### src/rtl/sx_bus_pkg.sv
// Shared types and constants for the 386SX bus cycle controller.
// State encoding, special-cycle decodes and fixed read-back data values.
package sx_bus_pkg;

    typedef enum logic [1:0] {
        ST_IDLE,
        ST_REQ,
        ST_SPEC,
        ST_RDY
    } state_t;

    // {mio, dc, wr} decodes for cycles that never reach the slave
    localparam logic [2:0]  CYC_HALT   = 3'b101;
    localparam logic [2:0]  CYC_INTA   = 3'b000;

    localparam logic [15:0] FLOAT_DATA = 16'hFFFF;
    localparam logic [15:0] INTA_DATA  = 16'h0000;

    function automatic logic is_special(input logic [2:0] cyc);
        return (cyc == CYC_HALT) || (cyc == CYC_INTA);
    endfunction

endpackage

### src/rtl/sx_wait_timer.sv
// Wait-state counter for an outstanding slave request; flags expiry at TIMEOUT.
// Latency: expired is combinational from the count; clr has priority over inc.
module sx_wait_timer #(
    parameter int TIMEOUT = 255
) (
    input  logic clk,
    input  logic reset_n,
    input  logic clr,
    input  logic inc,
    output logic expired
);

    localparam logic [7:0] LIMIT = 8'(TIMEOUT);

    logic [7:0] count;

    always_ff @(posedge clk) begin
        if (!reset_n) begin
            count <= 8'd0;
        end else if (clr) begin
            count <= 8'd0;
        end else if (inc) begin
            count <= count + 8'd1;
        end
    end

    assign expired = (count == LIMIT);

endmodule

### src/rtl/sx_bus_cycle_ctrl.sv
// 386SX bus cycle controller: decodes ADS# cycles into slave requests and drives READY#.
// Minimum latency ADS# sample -> READY# low is 2 clks; slave stalls are bounded by TIMEOUT.
module sx_bus_cycle_ctrl
    import sx_bus_pkg::*;
#(
    parameter int TIMEOUT = 255
) (
    input  logic        clk,
    input  logic        reset_n,
    input  logic        ads_n,
    input  logic        mio,
    input  logic        dc,
    input  logic        wr,
    input  logic        lock_n,
    input  logic [1:0]  be_n,
    input  logic [22:0] addr_in,
    input  logic [15:0] data_in,
    output logic [15:0] data_out,
    output logic        data_oe,
    output logic        ready_n,
    output logic        req_valid,
    output logic [22:0] req_addr,
    output logic [1:0]  req_be,
    output logic        req_wr,
    output logic        req_io,
    output logic        req_lock,
    output logic [15:0] req_wdata,
    input  logic        req_ack,
    input  logic [15:0] req_rdata,
    output logic        cycle_active,
    output logic        special_cycle,
    output logic        halt_seen,
    output logic        timeout
);

    state_t     state_q;
    state_t     state_d;
    logic [2:0] cyc_in;
    logic [2:0] cyc_q;
    logic       start;
    logic       start_req;
    logic       count_inc;
    logic       expired;

    assign cyc_in    = {mio, dc, wr};
    assign start_req = start && !is_special(cyc_in);

    always_comb begin
        state_d   = state_q;
        start     = 1'b0;
        count_inc = 1'b0;
        case (state_q)
            ST_IDLE, ST_RDY: begin
                state_d = ST_IDLE;
                if (!ads_n) begin
                    start   = 1'b1;
                    state_d = is_special(cyc_in) ? ST_SPEC : ST_REQ;
                end
            end
            ST_REQ: begin
                // ack wins over a simultaneous expiry
                if (req_ack || expired) begin
                    state_d = ST_RDY;
                end else begin
                    count_inc = 1'b1;
                end
            end
            ST_SPEC: state_d = ST_RDY;
            default: state_d = ST_IDLE;
        endcase
    end

    always_ff @(posedge clk) begin
        if (!reset_n) begin
            state_q   <= ST_IDLE;
            cyc_q     <= 3'b000;
            data_out  <= 16'h0000;
            req_addr  <= 23'd0;
            req_be    <= 2'b00;
            req_wr    <= 1'b0;
            req_io    <= 1'b0;
            req_lock  <= 1'b0;
            req_wdata <= 16'h0000;
            halt_seen <= 1'b0;
            timeout   <= 1'b0;
        end else begin
            state_q <= state_d;
            if (start) begin
                cyc_q <= cyc_in;
                if (cyc_in == CYC_HALT) begin
                    halt_seen <= 1'b1;
                end
            end
            if (start_req) begin
                req_addr  <= addr_in;
                req_be    <= ~be_n;
                req_wr    <= wr;
                req_io    <= ~mio;
                req_lock  <= ~lock_n;
                req_wdata <= data_in;
            end
            if (state_q == ST_REQ) begin
                if (req_ack) begin
                    data_out <= req_rdata;
                end else if (expired) begin
                    data_out <= FLOAT_DATA;
                    timeout  <= 1'b1;
                end
            end
            if ((state_q == ST_SPEC) && (cyc_q == CYC_INTA)) begin
                data_out <= INTA_DATA;
            end
        end
    end

    sx_wait_timer #(
        .TIMEOUT (TIMEOUT)
    ) u_wait_timer (
        .clk     (clk),
        .reset_n (reset_n),
        .clr     (start_req),
        .inc     (count_inc),
        .expired (expired)
    );

    // cyc_q[0] is the captured wr bit: drive the data bus only on reads
    assign req_valid     = (state_q == ST_REQ);
    assign ready_n       = (state_q != ST_RDY);
    assign data_oe       = (state_q == ST_RDY) && !cyc_q[0];
    assign cycle_active  = (state_q != ST_IDLE);
    assign special_cycle = (state_q == ST_SPEC);

endmodule

### config.mk
export PLATFORM = sky130hd
export DESIGN_NAME = sx_bus_cycle_ctrl
export DESIGN_NICKNAME = d
export VERILOG_FILES = /design/src/rtl/sx_bus_pkg.sv /design/src/rtl/sx_wait_timer.sv /design/src/rtl/sx_bus_cycle_ctrl.sv
export SDC_FILE = /design/constraint.sdc
export NUM_CORES = 1
export LEC_CHECK = 0
export ABC_AREA = 1
export CAP_MARGIN = 20
export CORE_MARGIN = 5
export CORE_UTILIZATION = 38
export DETAILED_ROUTE_END_ITERATION = 12
export PLACE_DENSITY = 0.76
export SLEW_MARGIN = 15
export SYNTH_ARGS = -nofsm -noshare
export SYNTH_HDL_FRONTEND = slang
export SYNTH_SLANG_ARGS = --single-unit
### constraint.sdc
create_clock -name clk -period 1.5 [get_ports clk]
set_input_delay 0.3 -clock clk [delete_from_list [all_inputs] [get_ports clk]]
set_output_delay 0.3 -clock clk [all_outputs]
set_load 0.02 [all_outputs]
==> flow_metrics.tcl, run 1 <==
set metrics [dict create \
    status "finished with violations" \
    violations "negative setup slack" \
    worstSetupPathType "register to register" \
    synth_cell_type_count 25 \
    rr_endpoint "req_wdata[5]$_SDFFE_PN0P_" \
    synth_top_cell_by_area "dfxtp_1" \
    io_pins 132 \
    worst_pin_slew_ps 373 \
    vias 3232 \
    tritoncts "done" \
    swShare_pct 36.6 \
    grt_pass1_vias 3254 \
    p_switching_mw 2.82 \
    antenna_found_initial 0 \
    die_w_microns 99.8 \
    dp_hpwl_microns 6160 \
    numCtsBuffers 9 \
    synth_area_sq_um 3070 \
    grt_max_degree 41 \
    htreeDepth 3 \
    dpl_cell_area_sq_um 4600 \
    grt_first_pass_wirelength_microns 15600 \
    clk_latency_ps 350 \
    io_buffers 131 \
    core_sq_um 7810 \
    design_area_sq_um 5490 \
    clk_pin_slew_worst_paths_ps 80 \
    syn_area_per_cell_sq_um 7.94 \
    grt.overflow.total 0 \
    final_cells 660 \
    synth_cells 386 \
    drt-initial-drc-count 107 \
    async_reset_ff_share_pct 0 \
    rsz0062_at_grt "true" \
    drt-total-wl_microns 10300 \
    worstSetupEndpointType "register" \
    synth_top_area_share_pct 49.0 \
    clock-sinks 75 \
    cap_viol_max_count 0 \
    fin_nets 624 \
    routabilityCongestion 0.829 \
    drv_slew 0 \
    max_slew_margin_pct 74.9 \
    die_area_sq_um 9960 \
    rows 32 \
    worstHoldStart "req_addr[20]$_SDFFE_PN0P_" \
    min_delay_path_depth 2 \
    p_per_area_nw_per_um2 1410 \
    wl_per_cell_microns 15.6 \
    synth_ff_type "dfxtp_1" \
    diodes 0 \
    p_int_mw 4.89 \
    clkPwrFrac_pct 19.8 \
    rr_startpoint "state_q[0]$_SDFFE_PN0P_" \
    synth-edff-count 0 \
    yosysSeqAreaShare_pct 49.0 \
    vias_per_cell 4.90 \
    yosysWarnings 0 \
    initial_core_util_pct 39.3 \
    ys_ff_latch 75 \
    synth_commonest_cells "75 x dfxtp_1, 64 x o21ai_0, 63 x inv_1, 56 x a21oi_1, 37 x nor2_1" \
    peakVddDrop_uv 796 \
    track_usage_pct 19.4 \
    ant_nets 0 \
    finalCritPeriodShare_pct 111 \
    worst_setup_path_start_kind "register" \
    whs_endpoint "req_addr[20]$_SDFFE_PN0P_" \
    critPathArrivalTime_ps 1900 \
    min_path_type "register to register" \
    fmax_mhz 600 \
    r2r_slack_ps -170 \
    worst_clock_skew_ps 10.2 \
    placed_cells 622 \
    worst_ep_required_time_ps 1730 \
    pwr-share-seq_pct 33.9 \
    yosysMostFrequentCell "dfxtp_1" \
    die_h_microns 99.8 \
    leakagePower_nw 2.39 \
    place_ws_ps -194 \
    drc_errors 0 \
    fin_util_pct 70.3 \
    syn-num-nets 456 \
    cp_max_fo 6 \
    area_growth_pct 79.0 \
    whs_ps 440 \
    setup_violations 48 \
    hold_violations 0 \
    clockBufferDepth 2 \
    ff2ff_path_depth 9 \
    drtPass1Iterations 4 \
    pwr-share-comb_pct 46.2 \
    clock-root-buffer "clkbuf_8" \
    drive_above_1_share_pct 29.0 \
    setup_slack_ps -168 \
    final.min_clock_period_ps 1670 \
    synth.area.top_cells "dfxtp_1 49%, o21ai_0 10%, a21oi_1 9.1%" \
]
-- worst max-delay path, stage by stage (launching register included) --
cell     delay [ps]
dfxtp_4         380
inv_4            40
ha_4            240
nor2_4          110
buf_6           120
nand3_4         100
buf_6           150
buf_12          140
o21ai_2         200
a21oi_2          60
-- stage by stage --
step / power (mW) / setup TNS (ps)
detailed placement: 5.27 / -8250
CTS: 7.41 / -2140
global placement: 5.21 / -4980
finish: 7.71 / -2660
global route: 8.10 / -6530
floorplan: 4.01 / -573
-- power groups by stage --
stage               registers (mW)  logic (mW)  clock network (mW)
global placement              2.63        2.58                   0
CTS                           2.59        3.27                1.55
floorplan                     3.03       0.976                   0
finish                        2.62        3.57                1.53
detailed placement            2.64        2.63                   0
global route                  2.66        3.80                1.64
-- state kept, by name, summed over array words and instances (netlist names), 2 cells and up --
name and cells:
data_out 16, cyc_q 3, u_wait_timer.count 8, req_be 2, req_wdata 16, state_q 2
req_addr 23
-- cell usage in the layout, fill, tap and decap left out, types with 17 or more instances in the layout --
cell type / netlist / layout
a21oi_1: 56 / 37
a21oi_2: 11 / 27
buf_4: 1 / 21
clkdlybuf4s50_1: 0 / 64
dfxtp_1: 75 / 71
dlygate4sd2_1: 0 / 62
inv_1: 63 / 58
nand2_1: 24 / 19
nor2_1: 37 / 33
o21ai_0: 64 / 17
o21ai_2: 0 / 28
-- how the worst max path moves through the flow --
stage / slack, ps / to / from
2_1_floorplan: -20 / req_addr[10]$_SDFFE_PN0P_ / state_q[0]$_SDFFE_PN0P_
3_3_place_gp: -120 / req_wdata[0]$_SDFFE_PN0P_ / wr
3_5_place_dp: -190 / req_addr[14]$_SDFFE_PN0P_ / wr
4_1_cts: -100 / req_wdata[6]$_SDFFE_PN0P_ / state_q[0]$_SDFFE_PN0P_
5_1_grt: -220 / req_wdata[5]$_SDFFE_PN0P_ / state_q[0]$_SDFFE_PN0P_
6_report: -170 / req_wdata[5]$_SDFFE_PN0P_ / state_q[0]$_SDFFE_PN0P_
-- area by class of cell --
cell class,instances,area (sq um)
Timing Repair Buffer,177,1850
Fill cell,585,2320
Sequential cell,75,1510
Multi-Input combinational cell,228,1570
Inverter,63,239
Tap cell,102,128
Clock inverter,5,53.8
Clock buffer,10,138
-- per-layer routing --
| metal | track usage, % | wire, microns | vias up |
|---|---|---|---|
| met3 | 5.49 | 712 | 27 |
| li1 | - | - | 1597 |
| met5 | 0 | 0 | - |
| met1 | 22.5 | 4120 | 1496 |
| met2 | 33.8 | 5200 | 112 |
| met4 | 7.14 | 288 | 0 |
-- repair_timing --
action,4_1_cts,5_1_grt
hold buffers,0,0
pin swaps,7,12
setup endpoints to repair,120,72
buffers inserted,11,4
gates resized for setup,190,66
cloned,9,1
hold endpoints to repair,0,0
-- cells by family (layout without fill, tap and decap cells) --
family	count (synthesis)	after routing	share of synthesized area, %
compound gates	132	132	23.0
xor+xnor	1	1	0.286
fa+ha+maj	5	5	2.04
buf+inv	84	255	11.7
flops	75	75	49.0
simple gates	89	90	14.0
Power figures use the tool's default switching activity.
==> inputs of run 2 (changes only) <==
RECOVER_POWER = 50   (was default)
==> results of run 2 <==
Same layout as run 1: the final DEF is identical, and so are final timing and power.
